**config.mk**
```make
export PLATFORM = sky130hd
export DESIGN_NAME = threshold_detector
export DESIGN_NICKNAME = d
export VERILOG_FILES = /design/src/rtl/threshold_detector_pkg.sv /design/src/rtl/threshold_detector_popcount.sv /design/src/rtl/threshold_detector.sv
export SDC_FILE = /design/constraint.sdc
export NUM_CORES = 1
export LEC_CHECK = 0
export ABC_AREA = 1
export BUFFER_PORTS_ARGS = -buffer_cell sky130_fd_sc_hd__clkbuf_2
export CAP_MARGIN = 10
export CELL_PAD_IN_SITES_DETAIL_PLACEMENT = 1
export CELL_PAD_IN_SITES_GLOBAL_PLACEMENT = 1
export CORE_ASPECT_RATIO = 0.5
export CORE_MARGIN = 5
export CORE_UTILIZATION = 42
export DETAILED_ROUTE_END_ITERATION = 6
export GPL_ROUTABILITY_DRIVEN = 1
export PLACE_DENSITY_LB_ADDON = 0.15
export SLEW_MARGIN = 20
export SYNTH_ARGS = -nofsm -noshare
export SYNTH_HDL_FRONTEND = slang
export SYNTH_SLANG_ARGS = --single-unit
```
**constraint.sdc**
```tcl
create_clock -name clk -period 4.6 [get_ports clk]
set_clock_uncertainty 0.05 [all_clocks]
set_input_delay 0.46 -clock clk [delete_from_list [all_inputs] [get_ports clk]]
set_output_delay 0.46 -clock clk [all_outputs]
set_load 0.005 [all_outputs]
```
**src/rtl/threshold_detector_pkg.sv**
```systemverilog
// Shared definitions for the threshold detector: mode encodings, the
// debounce FSM state type and the raw-match rule.
package threshold_detector_pkg;

   localparam logic [1:0] MODE_AT_LEAST = 2'b00;
   localparam logic [1:0] MODE_EXACTLY  = 2'b01;
   localparam logic [1:0] MODE_AT_MOST  = 2'b10;
   localparam logic [1:0] MODE_MAJORITY = 2'b11;

   typedef enum logic [1:0] {
      ST_IDLE      = 2'b00,
      ST_ARMING    = 2'b01,
      ST_ACTIVE    = 2'b10,
      ST_DISARMING = 2'b11
   } state_t;

   // Operands are widened to 32 bits so a threshold above the sample width
   // compares naturally (at-least never matches, at-most always matches).
   function automatic logic f_raw_match(input int unsigned i_count,
                                        input int unsigned i_thresh,
                                        input logic [1:0]  i_mode,
                                        input int unsigned i_n);
      logic r_m;
      unique case (i_mode)
         MODE_AT_LEAST: r_m = (i_count >= i_thresh);
         MODE_EXACTLY:  r_m = (i_count == i_thresh);
         MODE_AT_MOST:  r_m = (i_count <= i_thresh);
         default:       r_m = ((2 * i_count) > i_n);
      endcase
      return r_m;
   endfunction

endpackage

```
**src/rtl/threshold_detector_popcount.sv**
```systemverilog
// Purely combinational population count.
// Ports: i_data [N-1:0] sample bits, o_count [CW-1:0] number of ones.
module threshold_detector_popcount #(
   parameter  int N  = 8,
   localparam int CW = $clog2(N + 1)
) (
   input  logic [N-1:0]  i_data,
   output logic [CW-1:0] o_count
);

   always_comb begin
      o_count = '0;
      for (int i = 0; i < N; i++) begin
         o_count = o_count + CW'(i_data[i]);
      end
   end

endmodule

```
**src/rtl/threshold_detector.sv**
```systemverilog
// Threshold detector: counts ones in each accepted sample, compares the
// count against a threshold according to mode, registers the result behind
// a valid/ready handshake and debounces the match into a detect level with
// a saturating count of detect rising edges.
// Ports:
//   clk, rst_n           clock, async active-low reset
//   clear                sync clear of debounce state and event_cnt
//   in_val/in_rdy        sample handshake; in_data, thresh, mode ride with it
//   out_val/out_rdy      result handshake; out_count, out_match ride with it
//   detect               debounced match level
//   event_cnt            saturating count of detect 0->1 transitions
//
// Debounce FSM
//   state        | meaning
//   ST_IDLE      | detect=0, no pending matches
//   ST_ARMING    | detect=0, run = consecutive matches seen so far
//   ST_ACTIVE    | detect=1, no pending non-matches
//   ST_DISARMING | detect=1, run = consecutive non-matches seen so far
module threshold_detector
   import threshold_detector_pkg::*;
#(
   parameter  int N    = 8,
   parameter  int HOLD = 3,
   parameter  int ECW  = 16,
   localparam int CW   = $clog2(N + 1)
) (
   input  logic           clk,
   input  logic           rst_n,
   input  logic           clear,
   input  logic           in_val,
   output logic           in_rdy,
   input  logic [N-1:0]   in_data,
   input  logic [CW-1:0]  thresh,
   input  logic [1:0]     mode,
   output logic           out_val,
   input  logic           out_rdy,
   output logic [CW-1:0]  out_count,
   output logic           out_match,
   output logic           detect,
   output logic [ECW-1:0] event_cnt
);

   localparam logic [3:0] HOLD_L = 4'(HOLD);

   logic            r_out_val;
   logic [CW-1:0]   r_out_count;
   logic            r_out_match;
   state_t          r_state;
   state_t          w_state_nxt;
   logic [3:0]      r_run;
   logic [3:0]      w_run_nxt;
   logic [3:0]      w_run_inc;
   logic [ECW-1:0]  r_event_cnt;
   logic            w_accept;
   logic [CW-1:0]   w_count;
   logic            w_match;
   logic            w_detect;
   logic            w_detect_nxt;

   threshold_detector_popcount #(.N(N)) u_popcount (
      .i_data  (in_data),
      .o_count (w_count)
   );

   assign w_match  = f_raw_match(32'(w_count), 32'(thresh), mode, N);
   assign in_rdy   = !r_out_val || out_rdy;
   assign w_accept = in_val && in_rdy;
   assign w_run_inc = r_run + 4'd1;

   // Result register: a new accept wins over a drain, giving full throughput.
   always_ff @(posedge clk or negedge rst_n) begin
      if (!rst_n) begin
         r_out_val   <= 1'b0;
         r_out_count <= '0;
         r_out_match <= 1'b0;
      end else if (w_accept) begin
         r_out_val   <= 1'b1;
         r_out_count <= w_count;
         r_out_match <= w_match;
      end else if (out_rdy) begin
         r_out_val   <= 1'b0;
      end
   end

   always_ff @(posedge clk or negedge rst_n) begin
      if (!rst_n) begin
         r_state     <= ST_IDLE;
         r_run       <= '0;
         r_event_cnt <= '0;
      end else begin
         r_state <= w_state_nxt;
         r_run   <= w_run_nxt;
         if (clear) begin
            r_event_cnt <= '0;
         end else if (w_detect_nxt && !w_detect && (r_event_cnt != '1)) begin
            r_event_cnt <= r_event_cnt + ECW'(1);
         end
      end
   end

   always_comb begin
      w_state_nxt = r_state;
      w_run_nxt   = r_run;
      if (w_accept) begin
         unique case (r_state)
            ST_IDLE: begin
               if (w_match) begin
                  if (HOLD_L == 4'd1) begin
                     w_state_nxt = ST_ACTIVE;
                     w_run_nxt   = '0;
                  end else begin
                     w_state_nxt = ST_ARMING;
                     w_run_nxt   = 4'd1;
                  end
               end
            end
            ST_ARMING: begin
               if (!w_match) begin
                  w_state_nxt = ST_IDLE;
                  w_run_nxt   = '0;
               end else if (w_run_inc == HOLD_L) begin
                  w_state_nxt = ST_ACTIVE;
                  w_run_nxt   = '0;
               end else begin
                  w_run_nxt   = w_run_inc;
               end
            end
            ST_ACTIVE: begin
               if (!w_match) begin
                  if (HOLD_L == 4'd1) begin
                     w_state_nxt = ST_IDLE;
                     w_run_nxt   = '0;
                  end else begin
                     w_state_nxt = ST_DISARMING;
                     w_run_nxt   = 4'd1;
                  end
               end
            end
            ST_DISARMING: begin
               if (w_match) begin
                  w_state_nxt = ST_ACTIVE;
                  w_run_nxt   = '0;
               end else if (w_run_inc == HOLD_L) begin
                  w_state_nxt = ST_IDLE;
                  w_run_nxt   = '0;
               end else begin
                  w_run_nxt   = w_run_inc;
               end
            end
         endcase
      end
      // clear overrides whatever the accepted sample would have done
      if (clear) begin
         w_state_nxt = ST_IDLE;
         w_run_nxt   = '0;
      end
   end

   always_comb begin
      w_detect     = (r_state == ST_ACTIVE) || (r_state == ST_DISARMING);
      w_detect_nxt = (w_state_nxt == ST_ACTIVE) || (w_state_nxt == ST_DISARMING);
   end

   assign out_val   = r_out_val;
   assign out_count = r_out_count;
   assign out_match = r_out_match;
   assign detect    = w_detect;
   assign event_cnt = r_event_cnt;

endmodule

```
==> out/qor.txt <==
ant diodes -> 0
Routed Antenna Nets -> 0
CP startpoint -> in_data[0]
Final #Nets -> 354
Die Y-Extent -> 59.6 um
CP arrival -> 4.45 ns
top cells by count, synth -> nand2_1 (77), inv_1 (44), nand3_1 (37)
num ports -> 43
Final WS setup -> 0.323 ns
maximum vdd drop -> 119 uV
gpl congestion -> 0.849
share of Yosys cell area claimed by the top area cell type -> 0.339
row cnt -> 18
Leak -> 1.27 nW
element type at the critical path start -> input port
fmax -> 234 MHz
design area -> 2360 um^2
r2r worst-path depth -> 10
Vias -> 1900
Synth cell types -> 29
syn avg cell area -> 7.36 um^2
Vias/cell -> 4.88
max-slew violation count -> 0
first-pass GRT wire length -> 9240 um
R2R setup slack -> 2.39 ns
Reg clk slew, reported paths -> 0.10 ns
CTS Sinks -> 28
Initial Util -> 0.427
clk buf depth -> 2
die area -> 6510 um^2
Hold/Removal Path Class -> input port to asynchronous set/reset pin
Post-synth EDFFs -> 0
H-tree levels -> 1
max_cap viols -> 0
CP Max Fanout -> 17
CTS tree -> yes
DIE WIDTH -> 109 um
Area after DPL -> 2320 um^2
final wirelength -> 5330 um
gr usage total -> 0.182
crit path time final -> 4.28 ns
clk root buf -> clkbuf_8
sequential share of the synthesized area -> 0.339
vias in the first global route -> 1982
Synth Cell Area -> 2070 um^2
Post-Synthesis Net Count -> 314
port bufs -> 42
Final Hold Vio Count -> 0
Cells after Synth -> 281
most numerous cell in the Yosys netlist -> nand2_1
fraction of layout cells with a size suffix above 1 -> 0.188
crit path kind -> input port to register
ys flop type -> dfrtp_1
TritonRoute pass-1 iters -> 4
CTS buffer count -> 3
synthesized flop and latch total -> 28
area leader, netlist -> dfrtp_1
worst rel slew slack -> 0.483
area grow syn2layout -> 14.3%
drc violations -> 0
hold_buf cts -> 0
Clock Latency Late Sink -> 0.28 ns
Finish-stage setup viols -> 0
CP Data Required Time -> 4.77 ns
Worst R2R Start -> r_run[0]
Least-Margin Pin Slew -> 0.775 ns
Post-synth ARST share -> 1.00
post_cts resized -> 0
post-layout util -> 0.488
Power Total -> 573 uW
Post-Place Worst Slack -> -0.00297 ns
Period Utilization, post-route -> 0.930
average wire per standard cell -> 13.7 um
status -> finished, final reports clean
Synth area leaders -> dfrtp_1 (34%), nand2_1 (14%), nand3_1 (9.0%)
First DRT Iteration DRCs -> 46
RSZ-0062 raised after global routing -> false
postcts setup bufs -> 0
initial antenna violation count -> 0
core footprint -> 4840 um^2
grt total ovfl -> 0
CP Capture Type -> register
DP Wirelength -> 4170 um
Pwr Density -> 242 nW/um^2
Syn. warnings -> 0
largest net degree at the start of global routing -> 29
-- routing by layer --
| metal | up-vias | part of all wire | global-route usage |
|---|---|---|---|
| met5 | - | 0 | 0 |
| li1 | 954 | - | - |
| met1 | 905 | 0.45 | 0.218 |
| met2 | 37 | 0.50 | 0.344 |
| met4 | 0 | 0.0073 | 0.0337 |
| met3 | 4 | 0.042 | 0.0348 |
-- final cells by class --
cell class              count  area, um^2
clock buffers               3        41.3
fillers                   655        2480
inverters                  45         169
multi-input cells         201        1160
flip-flops and latches     28         701
well taps                  70        87.6
repair buffers             42         210
-- final timing paths --
kind,end
hold / removal,event_cnt[4]
setup / recovery,event_cnt[9]
max in group asynchronous,r_run[2]
setup reg to reg,event_cnt[9]
min in group clk,out_val
hold reg to reg,out_count[2]
-- cell families after synthesis --
kind of cell,share of synthesized area
AO/OA/AOI/OAI,0.0218
buffers and inverters,0.102
adder cells (fa/ha/maj),0.0992
flip-flops,0.339
XOR/XNOR,0.0708
AND/OR/NAND/NOR,0.367
-- power breakdown --
group	switching, mW	internal (mW)	leakage [nW]
Sequential	0.0116	0.262	0.380
Clock	0.0806	0.0590	0.0216
Combinational	0.0985	0.0619	0.872
Total	0.191	0.383	1.27
-- critical path: stages --
cell	delay [ns]
clkbuf_2	0.09
ha_1	0.28
inv_1	0.07
fa_1	0.42
fa_1	0.49
inv_1	0.05
fa_1	0.37
inv_1	0.08
fa_1	0.43
inv_1	0.09
ha_1	0.24
nand2_1	0.08
nand2_1	0.05
nand2_1	0.05
nand2_1	0.06
nand2_1	0.06
nand2_1	0.04
nand3_1	0.10
nand2_1	0.12
inv_1	0.14
nand4_4	0.26
nand2_4	0.25
nand2_1	0.08
nand2_1	0.06
-- metrics by stage --
step / setup TNS [ns] / hold WS [ns] / cells
6_report: 0 / 0.154 / 389
5_1_grt: 0 / 0.232 / 389
4_1_cts: 0 / 0.192 / 389
3_5_place_dp: -0.00458 / 0.418 / 386
3_3_place_gp: 0 / 0.413 / 386
2_1_floorplan: 0 / 0.114 / 281
-- placed cells by master, fill, tap and decap left out, types with 3 or more instances in the layout --
cell type and instances:
nand2_1 77, inv_1 44, clkbuf_2 42, nand3_1 37
dfrtp_1 28, nor2_1 26, xor2_1 12, ha_1 10
o21ai_0 7, nor3_1 4, fa_1 4, nand4_1 3
clkbuf_8 3
-- state kept, by name (all words and copies together), names as in the netlist --
name / count
out_val: 1
out_match: 1
r_state: 2
event_cnt: 16
out_count: 4
r_run: 4
(Power assumes the default switching activity.)
